==> src/rtl/bus_arbiter.sv <==
// Two-master round-robin bus arbiter with serial signal mux, read-return routing and idle watchdog.
// Latency: grant registered one edge after request; forward/return muxes combinational from the grant.
// Backpressure: none; losing master waits on its level request, idle owner reclaimed after TIMEOUT cycles.
module bus_arbiter #(
    parameter int TIMEOUT = 16
) (
    input  logic clk,
    input  logic rst,
    input  logic breq1,
    input  logic breq2,
    output logic bgrant1,
    output logic bgrant2,
    output logic msel,
    output logic timeout1,
    output logic timeout2,
    input  logic m1_wdata,
    input  logic m1_mode,
    input  logic m1_mvalid,
    input  logic m2_wdata,
    input  logic m2_mode,
    input  logic m2_mvalid,
    output logic bus_wdata,
    output logic bus_mode,
    output logic bus_mvalid,
    input  logic bus_rdata,
    input  logic bus_svalid,
    output logic m1_rdata,
    output logic m1_svalid,
    output logic m2_rdata,
    output logic m2_svalid
);

    localparam int CW = (TIMEOUT > 2) ? $clog2(TIMEOUT) : 1;
    localparam logic [CW-1:0] CNT_LAST = CW'(TIMEOUT - 1);

    // One-hot grant encoding so each grant output is a plain register bit.
    typedef enum logic [1:0] {
        IDLE = 2'b00,
        GNT1 = 2'b01,
        GNT2 = 2'b10
    } state_t;

    state_t          state;
    state_t          state_nxt;
    logic [CW-1:0]   cnt;
    logic [CW-1:0]   cnt_nxt;
    logic            last2;
    logic            lock1;
    logic            lock2;
    logic            elig1;
    logic            elig2;
    logic            fire1;
    logic            fire2;
    logic            gnt_mvalid;

    assign elig1 = breq1 & ~lock1;
    assign elig2 = breq2 & ~lock2;

    assign gnt_mvalid = (state == GNT1) ? m1_mvalid :
                        (state == GNT2) ? m2_mvalid : 1'b0;
    assign fire1 = (state == GNT1) & ~m1_mvalid & (cnt == CNT_LAST);
    assign fire2 = (state == GNT2) & ~m2_mvalid & (cnt == CNT_LAST);

    always_ff @(posedge clk) begin
        if (rst) begin
            state <= IDLE;
        end else begin
            state <= state_nxt;
        end
    end

    always_comb begin
        state_nxt = state;
        case (state)
            IDLE: begin
                if (elig1 && elig2) begin
                    state_nxt = last2 ? GNT1 : GNT2;
                end else if (elig1) begin
                    state_nxt = GNT1;
                end else if (elig2) begin
                    state_nxt = GNT2;
                end
            end
            GNT1: begin
                if (!breq1 || fire1) begin
                    state_nxt = elig2 ? GNT2 : IDLE;
                end
            end
            GNT2: begin
                if (!breq2 || fire2) begin
                    state_nxt = elig1 ? GNT1 : IDLE;
                end
            end
            default: state_nxt = IDLE;
        endcase
    end

    // Counter restarts on every new grant, including a direct handover.
    always_comb begin
        cnt_nxt = '0;
        if (state_nxt != IDLE && state_nxt == state && !gnt_mvalid) begin
            cnt_nxt = cnt + CW'(1);
        end
    end

    always_ff @(posedge clk) begin
        if (rst) begin
            cnt      <= '0;
            last2    <= 1'b1;
            lock1    <= 1'b0;
            lock2    <= 1'b0;
            msel     <= 1'b0;
            timeout1 <= 1'b0;
            timeout2 <= 1'b0;
        end else begin
            cnt      <= cnt_nxt;
            timeout1 <= fire1;
            timeout2 <= fire2;
            if (state_nxt == GNT1) begin
                last2 <= 1'b0;
                msel  <= 1'b0;
            end else if (state_nxt == GNT2) begin
                last2 <= 1'b1;
                msel  <= 1'b1;
            end
            // A revoked master must drop its request once before it may win again.
            if (!breq1) begin
                lock1 <= 1'b0;
            end else if (fire1) begin
                lock1 <= 1'b1;
            end
            if (!breq2) begin
                lock2 <= 1'b0;
            end else if (fire2) begin
                lock2 <= 1'b1;
            end
        end
    end

    always_comb begin
        bgrant1    = state[0];
        bgrant2    = state[1];
        bus_wdata  = 1'b0;
        bus_mode   = 1'b0;
        bus_mvalid = 1'b0;
        if (state == GNT1) begin
            bus_wdata  = m1_wdata;
            bus_mode   = m1_mode;
            bus_mvalid = m1_mvalid;
        end else if (state == GNT2) begin
            bus_wdata  = m2_wdata;
            bus_mode   = m2_mode;
            bus_mvalid = m2_mvalid;
        end
        m1_rdata  = bus_rdata  & state[0];
        m1_svalid = bus_svalid & state[0];
        m2_rdata  = bus_rdata  & state[1];
        m2_svalid = bus_svalid & state[1];
    end

endmodule

==> config.mk <==
export PLATFORM = sky130hd
export DESIGN_NAME = bus_arbiter
export DESIGN_NICKNAME = d
export VERILOG_FILES = /design/src/rtl/bus_arbiter.sv
export SDC_FILE = /design/constraint.sdc
export NUM_CORES = 1
export LEC_CHECK = 0
export CORE_MARGIN = 3
export CORE_UTILIZATION = 43
export CTS_CLUSTER_DIAMETER = 60
export DETAILED_ROUTE_END_ITERATION = 10
export HOLD_SLACK_MARGIN = 0.03
export PLACE_DENSITY = 0.77
export SYNTH_ARGS = -nofsm -noshare
export SYNTH_HDL_FRONTEND = slang
export SYNTH_SLANG_ARGS = --single-unit
==> constraint.sdc <==
create_clock -name clk -period 2.9 [get_ports clk]
set_input_delay 0.435 -clock clk [delete_from_list [all_inputs] [get_ports clk]]
set_output_delay 0.435 -clock clk [all_outputs]
set_load 0.05 [all_outputs]
# --- Word-level counts from Yosys, hierarchy flattened ---
# Index checks and enable logic that the tools add are counted.
word_totals:
  reg_bits: 12
  wordCells: 64
  output_inout_bits: 12
op_classes:
  mux: 17
  add_sub_neg: 1
  bitwise: 17
  n_reduce_logical: 15
  n_eq_ne: 6
ops:
  columns: ["cell", "n"]
  rows:
  - ["2-to-1 mux 2 bit", 7]
  - ["bitwise AND 1 bit", 10]
  - ["2-to-1 mux 1 bit", 9]
  - ["OR reduction 2 bit", 4]
  - ["NOT 1 bit", 7]
  - ["case mux 2 bit (3 select lines)", 1]
  - ["adder 4 x 1 -> 4 bit, second input constant", 1]
  - ["== test 2 x 1 -> 1 bit, second input constant", 2]
  - ["== test 2 bit, second input constant", 2]
  - ["== test 4 bit, second input constant", 1]
  - ["nonzero test 2 bit", 2]
  - ["logical AND 1 bit", 3]
  - ["logical NOT 1 bit", 3]
  - ["== test 2 bit", 1]
  - ["logical NOT 2 bit", 1]
  - ["logical OR 1 bit", 2]

# --- Longest topological paths before layout ---
# Gate-level depths: netlist of run 1.
logic_depth:
  word_depth: 11
  mapped_depth: 9

# --- Worst setup path after synthesis of run 1 ---
# No wires, ideal clock.
synth_path:
  path_type: "register to output"
  start: "reg state[1]"
  end: "out bus_mvalid"
  path_slack_ns: 0.310
  stages_incl_launch_ff: 4
  arrival_time_ns: 2.155
  path_cell_list: "dfxtp_1 > clkbuf_1 > nand2_1 > o21ai_0"
synth_via:
  elab_chain_cells: 3
synth_rtl:
  columns: ["element", "line_no", "text"]
  rows:
  - ["start: declaration", "43", "state_t state;"]
  - ["start signal: assignment", "68", "state <= state_nxt;"]
  - ["== test 2 bit", "150", "end else if (state == GNT2) begin"]
  - ["2-to-1 mux 1 bit", "150", null]
  - ["2-to-1 mux 1 bit (*)", "146", "if (state == GNT1) begin"]
  - ["end: declaration", "24", "output logic bus_mvalid,"]
# Mark *: on every way between the ends. The rest lies on a longest branch, timed or not.

# --- Worst setup path in the final report of run 1 ---
layout_path:
  start: "in breq1"
  end: "reg cnt[2]"
layout_via:
  elab_chain_cells: 9
layout_rtl:
  columns: ["element", "line_no", "text"]
  rows:
  - ["start: declaration", "9", "input logic breq1,"]
  - ["bitwise AND 1 bit / logical NOT 1 bit (equally long branches)", null, null]
  - ["2-to-1 mux 1 bit, or another cell as far along", "91", "state_nxt = elig1 ? GNT1 : IDLE;"]
  - ["2-to-1 mux 2 bit, on equally long branches", "90, 76, 85", null]
  - ["case mux 2 bit (3 select lines) (*)", "74", "case (state)"]
  - ["== test 2 bit / nonzero test 2 bit (equally long branches)", "101", "if (state_nxt != IDLE && state_nxt == state && !gnt_mvalid) begin"]
  - ["logical AND 1 bit (*) (2 in a row)", "101", null]
  - ["NOT 1 bit (no source line) (*)", null, null]
  - ["OR reduction 2 bit (no source line) (*)", null, null]
  - ["end signal: assignment", "116", "cnt <= cnt_nxt;"]
  - ["end: declaration", "45", "logic [CW-1:0] cnt;"]
# Marked as above.
# A chain may end at the register's enable or synchronous reset.

==> results of run 1 <==
-- power by group through the flow --
| stage | clock network [W] | registers [W] | logic, W |
|---|---|---|---|
| after floorplan | 0 | 0.000196 | 0.0000891 |
| after global placement | 0 | 0.000189 | 0.000147 |
| after detailed placement | 0 | 0.000189 | 0.000148 |
| after CTS | 0.000136 | 0.000185 | 0.000149 |
| after global routing | 0.000143 | 0.000187 | 0.000160 |
| final | 0.000133 | 0.000186 | 0.000149 |
-- layout make-up --
| class | instances | area share [%] |
|---|---|---|
| clock buffer | 4 | 3.742 |
| inverter | 3 | 1.161 |
| multi-input combinational | 62 | 43.87 |
| sequential | 12 | 24.77 |
| tap | 15 | 1.935 |
| timing repair buffer | 24 | 24.52 |
-- layer usage --
metal | wire (µm) | track usage (%) | vias to the layer above
met5 | 0 | 0 | -
met2 | 688 | 24.18 | 33
met1 | 721 | 20.38 | 301
met4 | 0 | 6.818 | 0
met3 | 185 | 4.743 | 0
li1 | - | - | 343
-- cell usage in the layout (no fill, tap or decap), types with 2 or more instances in the layout --
cell and n:
a22o_1 3, and2_1 4, clkbuf_4 3, clkdlybuf4s50_1 23, dfxtp_1 12, ha_1 4, inv_1 3, nand2_1 5
nand2b_1 3, nand3_1 3, nor2_1 6, nor2b_1 2, nor3_1 4, nor3b_1 2, nor4b_1 2, o21ai_0 3
-- state kept, by name (all words and copies together) (netlist names) --
register / cells
cnt: 4
state: 2
last2: 1
lock1: 1
lock2: 1
msel: 1
timeout1: 1
timeout2: 1
-- cell families (layout without fill, tap and decap cells) --
kind of cell               Yosys count  count (layout)  share of synthesized area (%)
DFF                                 12              12                          34.91
adders and majority gates            4               4                          7.273
buffers and inverters                6              31                          3.272
and+or+nand+nor                     39              39                          32.91
xor gates and xnor gates             2               2                          2.546
AOI/OAI and AO/OA                   17              17                          19.09
-- synthesized netlist by cell type (2+ instances only) --
cell | count | area share (%)
o21ai_0 | 3 | 2.2
nor2_1 | 6 | 3.3
nand2b_1 | 3 | 2.7
ha_1 | 4 | 7.3
and2_1 | 4 | 3.6
nor3_1 | 4 | 2.9
nand2_1 | 5 | 2.7
nor4b_1 | 2 | 2.5
a22o_1 | 3 | 3.8
nand3_1 | 3 | 2.2
nor2b_1 | 2 | 1.8
inv_1 | 3 | 1.6
nor3b_1 | 2 | 2.2
clkbuf_1 | 3 | 1.6
dfxtp_1 | 12 | 35
-- worst register-to-register path, delay by kind of cell, from the launching register on --
kind / cells / cell delay (ps)
DFF: 1 / 370
adders and majority gates: 2 / 450
AOI/OAI and AO/OA: 3 / 1050
and+or+nand+nor: 3 / 550
-- worst max-delay path by stage --
stage               slack, ps                start                end  cells after the start
finish                    240                breq1  cnt[2]$_SDFF_PP0_                      8
global route              120  state[1]$_SDFF_PP0_          bus_wdata                      4
CTS                       260  state[1]$_SDFF_PP0_          bus_wdata                      4
detailed placement         40                breq1  cnt[3]$_SDFF_PP0_                      8
global placement          110                breq1  cnt[3]$_SDFF_PP0_                      8
floorplan                 310  state[1]$_SDFF_PP0_         bus_mvalid                      3
-- through the flow --
step	setup slack, ps	power, W	hold WS, ps	cell area, µm²	util [%]
after global routing	121.1	0.0004899	508.2	969.7	69.32
after global placement	111.8	0.0003360	445.5	933.4	66.73
final	240.3	0.0004668	480.2	969.7	69.32
after CTS	260.5	0.0004705	477.7	969.7	69.32
after detailed placement	37.73	0.0003367	466.7	933.4	66.73
after floorplan	310.0	0.0002856	430.0	688.2	-
==> impl_metrics.csv, run 1 <==
group,metric,value,unit
status,outcome,"completed",
power_and_ir_drop,power_switching_share,33.24,%
layout,n_antenna_cell,0,
setup_path,rr_endpoint,"cnt[2]$_SDFF_PP0_",
floorplan,start_util,49.19,%
grt,first_global_vias,562,
sta,worst_slew_pin_slew,498.9,ps
clocking,postCtsSetupBuffers,0,
power_and_ir_drop,power_frac_comb,31.8,%
sta,timing.final.crit_share,91.71,%
power_and_ir_drop,pwr-share-clk,28.4,%
setup_path,critPathMaxFanout,5,
yosys,syn_nets,96,
drt,wirelength,1.594,mm
yosys,synth-seq-cells,12,
power_and_ir_drop,vdd.ir_drop.worst,0.2723,mV
clocking,cts.hold.buffers_added,0,
drt,detailedRoute.firstPassIterationCount,4,
sta,worst_slew_slack_as_a_fraction_of_its_limit,66.64,%
drt,drt-vias-per-instance,5.642,
floorplan,die_width,46.01,µm
power_and_ir_drop,p_int,0.0003116,W
drt,detailroute.via_count,677,
setup_path,regToRegSetupSlack,410,ps
clocking,cts_resized,0,
sta,max_clock_freq,376.0,MHz
sta,finalClockSkew,2.651,ps
grt,grt_max_degree,17,
yosys,avgSynthCellArea,8.602,µm²
setup_path,cp-start-kind,"input port",
min_path,hold_class,"reg2reg",
clocking,clk-insertion-delay-late,270,ps
layout,fillCellCount,116,
layout,multi_input_area,425.4,µm²
sta,finalHoldViolations,0,
setup_path,cp_top_family,"compound AO/OA/AOI/OAI gates",
setup_path,cell_chain_of_the_critical_path,"clkdlybuf4s50_1 > or3b_1 > a311o_1 > a22o_1 > ha_1 > a2111oi_2 > nand2_1 > nor3_1",
sta,grt_setup_unrepaired,"no",
grt,antenna_found_initial,0,
yosys,synth_flop_cell,"dfxtp_1",
grt,grt_util_all_layers,15.84,%
placed_design,dpl.cell_count,116,
job,max_cap_violations,0,
drt,ant_nets,0,
placed_design,place.gp.congestion,0.8595,
yosys,synthesis.yosys.warnings,0,
power_and_ir_drop,sequential_power_share,39.7,%
setup_path,worst-r2r-cell-count,8,
clocking,cts_made_buffers,3,
layout,seq_area,240.2,µm²
clocking,cts_root_buf,"clkbuf_4",
clocking,cts_tree,"done",
layout,stdcell_count,120,
sta,setup_viol,0,
setup_path,worstPathRequired,3100,ps
placed_design,hpwlAfterDp,1.164,mm
floorplan,dieHeight,46.01,µm
floorplan,die_area,0.002116,mm²
grt,globalRoute.totalOverflow,0,
min_path,hold_path_depth,1,
yosys,synth-async-reset-ratio,0,%
setup_path,signal_arrival_time_at_the_worst_endpoint,2860,ps
setup_path,regToRegStartpoint,"cnt[0]$_SDFF_PP0_",
drt,wl_per_cell,13.28,µm
drt,drt_iter0_markers,20,
clocking,cts.reportedPaths.clkPinSlew,80,ps
power_and_ir_drop,p_leak,0.3774,nW
clocking,cts.htree.levels,1,
setup_path,critPathSlowestCell,"clkdlybuf4s50_1",
yosys,yosys.cell_types.count,36,
power_and_ir_drop,pwr_per_cell_area,481.4,mW/mm²
clocking,clock_sink_count,12,
yosys,synth_area,688.2,µm²
layout,areaGrowthSynthToFinish,40.91,%
yosys,postSynthCellCount,80,
sta,report.final.slew_viol_count,0,
layout,finalNetCount,122,
sta,post_layout_min_period,2660,ps
min_path,min-delay-start,"cnt[0]$_SDFF_PP0_",
yosys,synth-seq-area-share,34.91,%
layout,drive_gt1_share,7.619,%
min_path,min_to,"cnt[0]$_SDFF_PP0_",
floorplan,rows,13,
setup_path,worstSetupEndpointType,"register",
clocking,clock_tree.buffer_depth,2,
setup_path,critical_path_buf_inv_count,1,
yosys,synth-edff-count,0,
setup_path,critical-path-max-stage-delay,520,ps
power_and_ir_drop,p_sw,0.0001552,W
setup_path,worst-setup-path-type,"in2reg",
floorplan,top_level_ports,24,
placed_design,port_buffer_count,23,
drt,detailed_route_drc_error_count,0,
floorplan,core,0.001399,mm²
sta,fin_tns_setup,0,ps
grt,grt_first_pass_wirelength,2.387,mm
Note: power is estimated with default switching activity, not from simulation.
==> inputs of run 2 (changes only) <==
--- a/config.mk
+++ b/config.mk
@@ -11,6 +11,7 @@
 export DETAILED_ROUTE_END_ITERATION = 10
 export HOLD_SLACK_MARGIN = 0.03
 export PLACE_DENSITY = 0.77
+export SLEW_MARGIN = 0
 export SYNTH_ARGS = -nofsm -noshare
 export SYNTH_HDL_FRONTEND = slang
 export SYNTH_SLANG_ARGS = --single-unit
==> constraint.sdc (replaced) <==
create_clock -name clk -period 3 [get_ports clk]
set_input_delay 0.45 -clock clk [delete_from_list [all_inputs] [get_ports clk]]
set_output_delay 0.45 -clock clk [all_outputs]
set_load 0.05 [all_outputs]
==> impl_metrics.csv, run 2 (synthesis results as in run 1) <==
group,metric,value,unit
grt,grt_max_degree,19,
layout,n_antenna_cell,0,
setup_path,crit_path_start,"breq1",
floorplan,die_area,0.002116,mm²
layout,max_flop_register,"cnt",
setup_path,worstPathRequired,3180,ps
setup_path,signal_arrival_time_at_the_worst_endpoint,2860,ps
sta,post_layout_min_period,2676,ps
sta,max_clock_freq,373.7,MHz
sta,worst_slew_pin_slew,496.2,ps
setup_path,cp-start-kind,"input port",
grt,grt_first_pass_wirelength,2.525,mm
grt,grt_util_all_layers,16.97,%
sta,report.final.slew_viol_count,0,
sta,grt_setup_unrepaired,"no",
clocking,cts.htree.levels,1,
power_and_ir_drop,p_sw,0.0001505,W
setup_path,regToRegSetupSlack,500,ps
power_and_ir_drop,p_int,0.0002998,W
drt,wl_per_cell,13.73,µm
floorplan,top_level_ports,24,
power_and_ir_drop,p_leak,0.3722,nW
layout,most_common_cell_after_layout_fill_and_taps_aside,"clkdlybuf4s50_1",
min_path,hold_class,"reg2reg",
drt,wirelength,1.634,mm
job,max_cap_violations,0,
sta,worst_slack,324.1,ps
drt,detailroute.via_count,701,
floorplan,die_width,46.01,µm
min_path,min-delay-start,"cnt[0]$_SDFF_PP0_",
power_and_ir_drop,power_frac_comb,31.5,%
grt,antenna_found_initial,0,
clocking,cts.reportedPaths.clkPinSlew,80,ps
placed_design,port_buffer_count,23,
layout,layout.cell_area.non_filler,962.2,µm²
sta,timing.final.crit_share,89.20,%
placed_design,total_cell_area_at_the_placement_stage,925.9,µm²
sta,worst_slew_slack_as_a_fraction_of_its_limit,66.82,%
placed_design,hpwlAfterDp,1.265,mm
grt,first_global_vias,594,
layout,finalNetCount,121,
clocking,cts_resized,0,
clocking,cts_made_buffers,3,
status,outcome,"completed",
floorplan,dieHeight,46.01,µm
clocking,clk-insertion-delay-late,270,ps
layout,largest_register_ffs,4,
layout,fillCellCount,120,
clocking,postCtsSetupBuffers,0,
placed_design,place.gp.congestion,0.8408,
power_and_ir_drop,pwr-share-clk,28.5,%
setup_path,worst-setup-path-type,"in2reg",
clocking,cts.hold.buffers_added,0,
clocking,clock_tree.buffer_depth,2,
setup_path,regToRegStartpoint,"state[0]$_SDFF_PP0_",
layout,areaGrowthSynthToFinish,39.82,%
drt,ant_nets,0,
drt,drt-vias-per-instance,5.891,
drt,drt_iter0_markers,24,
power_and_ir_drop,power_switching_share,33.42,%
setup_path,worstSetupEndpointType,"register",
clocking,cts_root_buf,"clkbuf_4",
sta,fin_tns_setup,0,ps
drt,detailedRoute.firstPassIterationCount,4,
grt,globalRoute.totalOverflow,0,
sta,finalHoldViolations,0,
power_and_ir_drop,vdd.ir_drop.worst,0.3858,mV
setup_path,critPathMaxFanout,5,
clocking,clock_sink_count,12,
clocking,cts_tree,"done",
power_and_ir_drop,pwr_per_cell_area,468.0,mW/mm²
drt,detailed_route_drc_error_count,0,
power_and_ir_drop,report.power.total,0.0004503,W
sta,hold-worst-slack,475.2,ps
placed_design,post-place-ws,50.98,ps
sta,finalClockSkew,5.682,ps
layout,layout_top_registers,"cnt (4), state (2)",
floorplan,core,0.001399,mm²
layout,mostFrequentLayoutCells,"clkdlybuf4s50_1, dfxtp_1, nor2_1",
floorplan,start_util,49.19,%
layout,drive_gt1_share,6.731,%
floorplan,rows,13,
power_and_ir_drop,sequential_power_share,40.0,%
sta,setup_viol,0,
## run 2: cell count changes in the layout (fill, tap and decap cells not counted)
cell	previous run	this run
buf_4	1	0
## run 2: routing by layer
layer	track usage (%)	vias up	wire length, µm
li1	-	340	-
met1	19.00	323	652
met2	27.47	34	744
met3	6.719	4	202
met4	8.523	0	34
met5	0	-	0
## run 2: critical path: stages
cell and delay (ps):
clkdlybuf4s50_1 510, or3b_1 360, a311o_1 360, a22o_1 250, ha_1 220, a2111oi_2 320, nand2_1 160, nor3_1 220
## run 2: final timing paths
| check | cells past startpoint | endpoint |
|---|---|---|
| worst max-delay path | 8 | cnt[2]$_SDFF_PP0_ |
| worst min-delay path | 1 | cnt[0]$_SDFF_PP0_ |
| worst max register to register | 7 | cnt[2]$_SDFF_PP0_ |
| worst min register to register | 1 | cnt[0]$_SDFF_PP0_ |
## run 2: final cells by class
cell class              count  area (µm²)  area share (%)
inverters                   3       11.26           1.170
repair buffers             23       230.2           23.93
flip-flops and latches     12       240.2           24.97
multi-input cells          62       425.4           44.21
clock buffers               4       36.28           3.771
well taps                  15       18.77           1.951
## run 2: per-stage QoR
| stage | std cells | utilization (%) |
|---|---|---|
| after floorplan | 80 | - |
| after global placement | 115 | 66.19 |
| after detailed placement | 115 | 66.19 |
| after CTS | 119 | 68.78 |
| after global routing | 119 | 68.78 |
| final | 119 | 68.78 |
## run 2: power groups by stage
stage / clock (W) / sequential (W) / combinational (W)
after floorplan: 0 / 0.000190 / 0.0000861
after global placement: 0 / 0.000184 / 0.000139
after detailed placement: 0 / 0.000184 / 0.000142
after CTS: 0.000133 / 0.000180 / 0.000142
after global routing: 0.000140 / 0.000182 / 0.000152
final: 0.000128 / 0.000180 / 0.000142
==> inputs of run 3 (changes only) <==
==> constraint.sdc (replaced) <==
create_clock -name clk -period 3 [get_ports clk]
set_input_delay 0.45 -clock clk [delete_from_list [all_inputs] [get_ports clk]]
set_output_delay 0.45 -clock clk [all_outputs]
set_load 0.01 [all_outputs]
==> impl_metrics.csv, run 3 (synthesis results as in run 1) <==
group,metric,value,unit
status,outcome,"completed",
setup_path,cp-start-kind,"input port",
power_and_ir_drop,p_int,0.0003016,W
power_and_ir_drop,sequential_power_share,41.8,%
setup_path,path_length_in_cells_of_the_critical_path,8,
drt,wirelength,1.672,mm
drt,drt-vias-per-instance,5.675,
clocking,cts.hold.buffers_added,0,
setup_path,critical_path.endpoint,"cnt[2]$_SDFF_PP0_",
setup_path,critical_path_buf_inv_count,1,
setup_path,worstSetupEndpointType,"register",
drt,wl_per_cell,13.93,µm
setup_path,signal_arrival_time_at_the_worst_endpoint,2870,ps
setup_path,worstPathRequired,3190,ps
power_and_ir_drop,power_frac_comb,27.0,%
placed_design,hpwlAfterDp,1.310,mm
clocking,clock_tree.buffer_depth,2,
clocking,cts.reportedPaths.clkPinSlew,80,ps
clocking,cts_root_buf,"clkbuf_4",
layout,areaGrowthSynthToFinish,40.91,%
clocking,cts_tree,"done",
setup_path,regToRegSetupSlack,510,ps
setup_path,worst-setup-path-type,"in2reg",
clocking,postCtsSetupBuffers,0,
sta,post_layout_min_period,2677,ps
sta,finalHoldViolations,0,
drt,ant_nets,0,
floorplan,dieHeight,46.01,µm
power_and_ir_drop,power_switching_share,28.67,%
sta,max_clock_freq,373.5,MHz
setup_path,critPathMaxFanout,5,
layout,drive_gt1_share,7.619,%
floorplan,die_area,0.002116,mm²
grt,grt_util_all_layers,17.61,%
grt,use_met1,20.90,%
layout,mostFrequentLayoutCells,"clkdlybuf4s50_1, dfxtp_1, nor2_1",
clocking,cts.htree.levels,1,
setup_path,regToRegStartpoint,"cnt[0]$_SDFF_PP0_",
layout,n_antenna_cell,0,
setup_path,crit_path_start,"breq1",
placed_design,total_cell_area_at_the_placement_stage,933.4,µm²
sta,report.final.slew_viol_count,0,
grt,met3_usage,6.324,%
placed_design,place.gp.congestion,0.8451,
power_and_ir_drop,pwr-share-clk,31.1,%
power_and_ir_drop,pwr_per_cell_area,436.0,mW/mm²
layout,max_flop_register,"cnt",
sta,worst_slew_pin_slew,464.0,ps
grt,grt_util_met2,29.40,%
clocking,cts_made_buffers,3,
clocking,cts_resized,0,
layout,most_common_cell_after_layout_fill_and_taps_aside,"clkdlybuf4s50_1",
floorplan,start_util,49.19,%
layout,layout.cell_area.non_filler,969.7,µm²
grt,first_global_vias,610,
drt,drt_iter0_markers,19,
setup_path,rr_endpoint,"cnt[2]$_SDFF_PP0_",
sta,worst_slew_slack_as_a_fraction_of_its_limit,69.02,%
floorplan,rows,13,
grt,grt_busiest_layer,"met2",
drt,detailedRoute.firstPassIterationCount,4,
grt,globalRoute.totalOverflow,0,
grt,antenna_found_initial,0,
clocking,clock_sink_count,12,
layout,layout_top_registers,"cnt (4), state (2)",
layout,finalNetCount,122,
sta,grt_setup_unrepaired,"no",
clocking,clk-insertion-delay-late,280,ps
sta,finalClockSkew,4.494,ps
min_path,min-delay-start,"cnt[0]$_SDFF_PP0_",
floorplan,top_level_ports,24,
setup_path,critical-path-max-stage-delay,510,ps
job,max_cap_violations,0,
floorplan,core,0.001399,mm²
layout,largest_register_ffs,4,
setup_path,cell_chain_of_the_critical_path,"clkdlybuf4s50_1 > or3b_1 > a311o_1 > a22o_1 > ha_1 > a2111oi_2 > nand2_1 > nor3_1",
sta,fin_tns_setup,0,ps
power_and_ir_drop,p_leak,0.3774,nW
min_path,hold_class,"reg2reg",
grt,grt_max_degree,17,
setup_path,worst-r2r-cell-count,8,
power_and_ir_drop,vdd.ir_drop.worst,0.3359,mV
setup_path,cp_top_family,"compound AO/OA/AOI/OAI gates",
sta,timing.final.crit_share,89.24,%
sta,setup_viol,0,
setup_path,critPathSlowestCell,"clkdlybuf4s50_1",
drt,detailed_route_drc_error_count,0,
placed_design,port_buffer_count,23,
drt,detailroute.via_count,681,
floorplan,die_width,46.01,µm
power_and_ir_drop,p_sw,0.0001212,W
grt,grt_first_pass_wirelength,2.642,mm
-- run 3: final cells by class --
cell class,count,area (µm²)
repair buffers,24,237.7
fillers,129,429.2
well taps,15,18.77
clock buffers,4,36.28
multi-input cells,62,425.4
flip-flops and latches,12,240.2
inverters,3,11.26
-- run 3: worst min path at each step --
stage,end,slack [ps],cells past startpoint
after floorplan,cnt[0]$_SDFF_PP0_,430,1
after global placement,cnt[0]$_SDFF_PP0_,440,1
after detailed placement,cnt[0]$_SDFF_PP0_,470,1
after CTS,cnt[0]$_SDFF_PP0_,480,1
after global routing,cnt[0]$_SDFF_PP0_,520,1
final,cnt[0]$_SDFF_PP0_,500,1
-- run 3: through the flow --
step | utilization (%) | power [W] | std cells | hold WS [ps] | setup slack [ps]
after floorplan | - | 0.0002433 | 80 | 430.0 | 797.5
after global placement | 66.73 | 0.0002926 | 116 | 444.6 | 193.9
after detailed placement | 66.73 | 0.0002944 | 116 | 471.7 | 29.61
after CTS | 69.32 | 0.0004202 | 120 | 481.9 | 307.1
after global routing | 69.32 | 0.0004441 | 120 | 521.1 | 211.0
final | 69.32 | 0.0004228 | 120 | 497.8 | 322.8
-- run 3: power by group through the flow --
| stage | Clock [W] | Sequential, W | Combinational, W |
|---|---|---|---|
| after floorplan | 0 | 0.000179 | 0.0000647 |
| after global placement | 0 | 0.000180 | 0.000112 |
| after detailed placement | 0 | 0.000181 | 0.000114 |
| after CTS | 0.000129 | 0.000177 | 0.000114 |
| after global routing | 0.000139 | 0.000178 | 0.000127 |
| final | 0.000132 | 0.000177 | 0.000114 |
-- run 3: metal layers --
metal	vias up	wire length (µm)
li1	343	-
met1	308	733
met2	28	759
met3	2	167
met4	0	12
met5	-	0
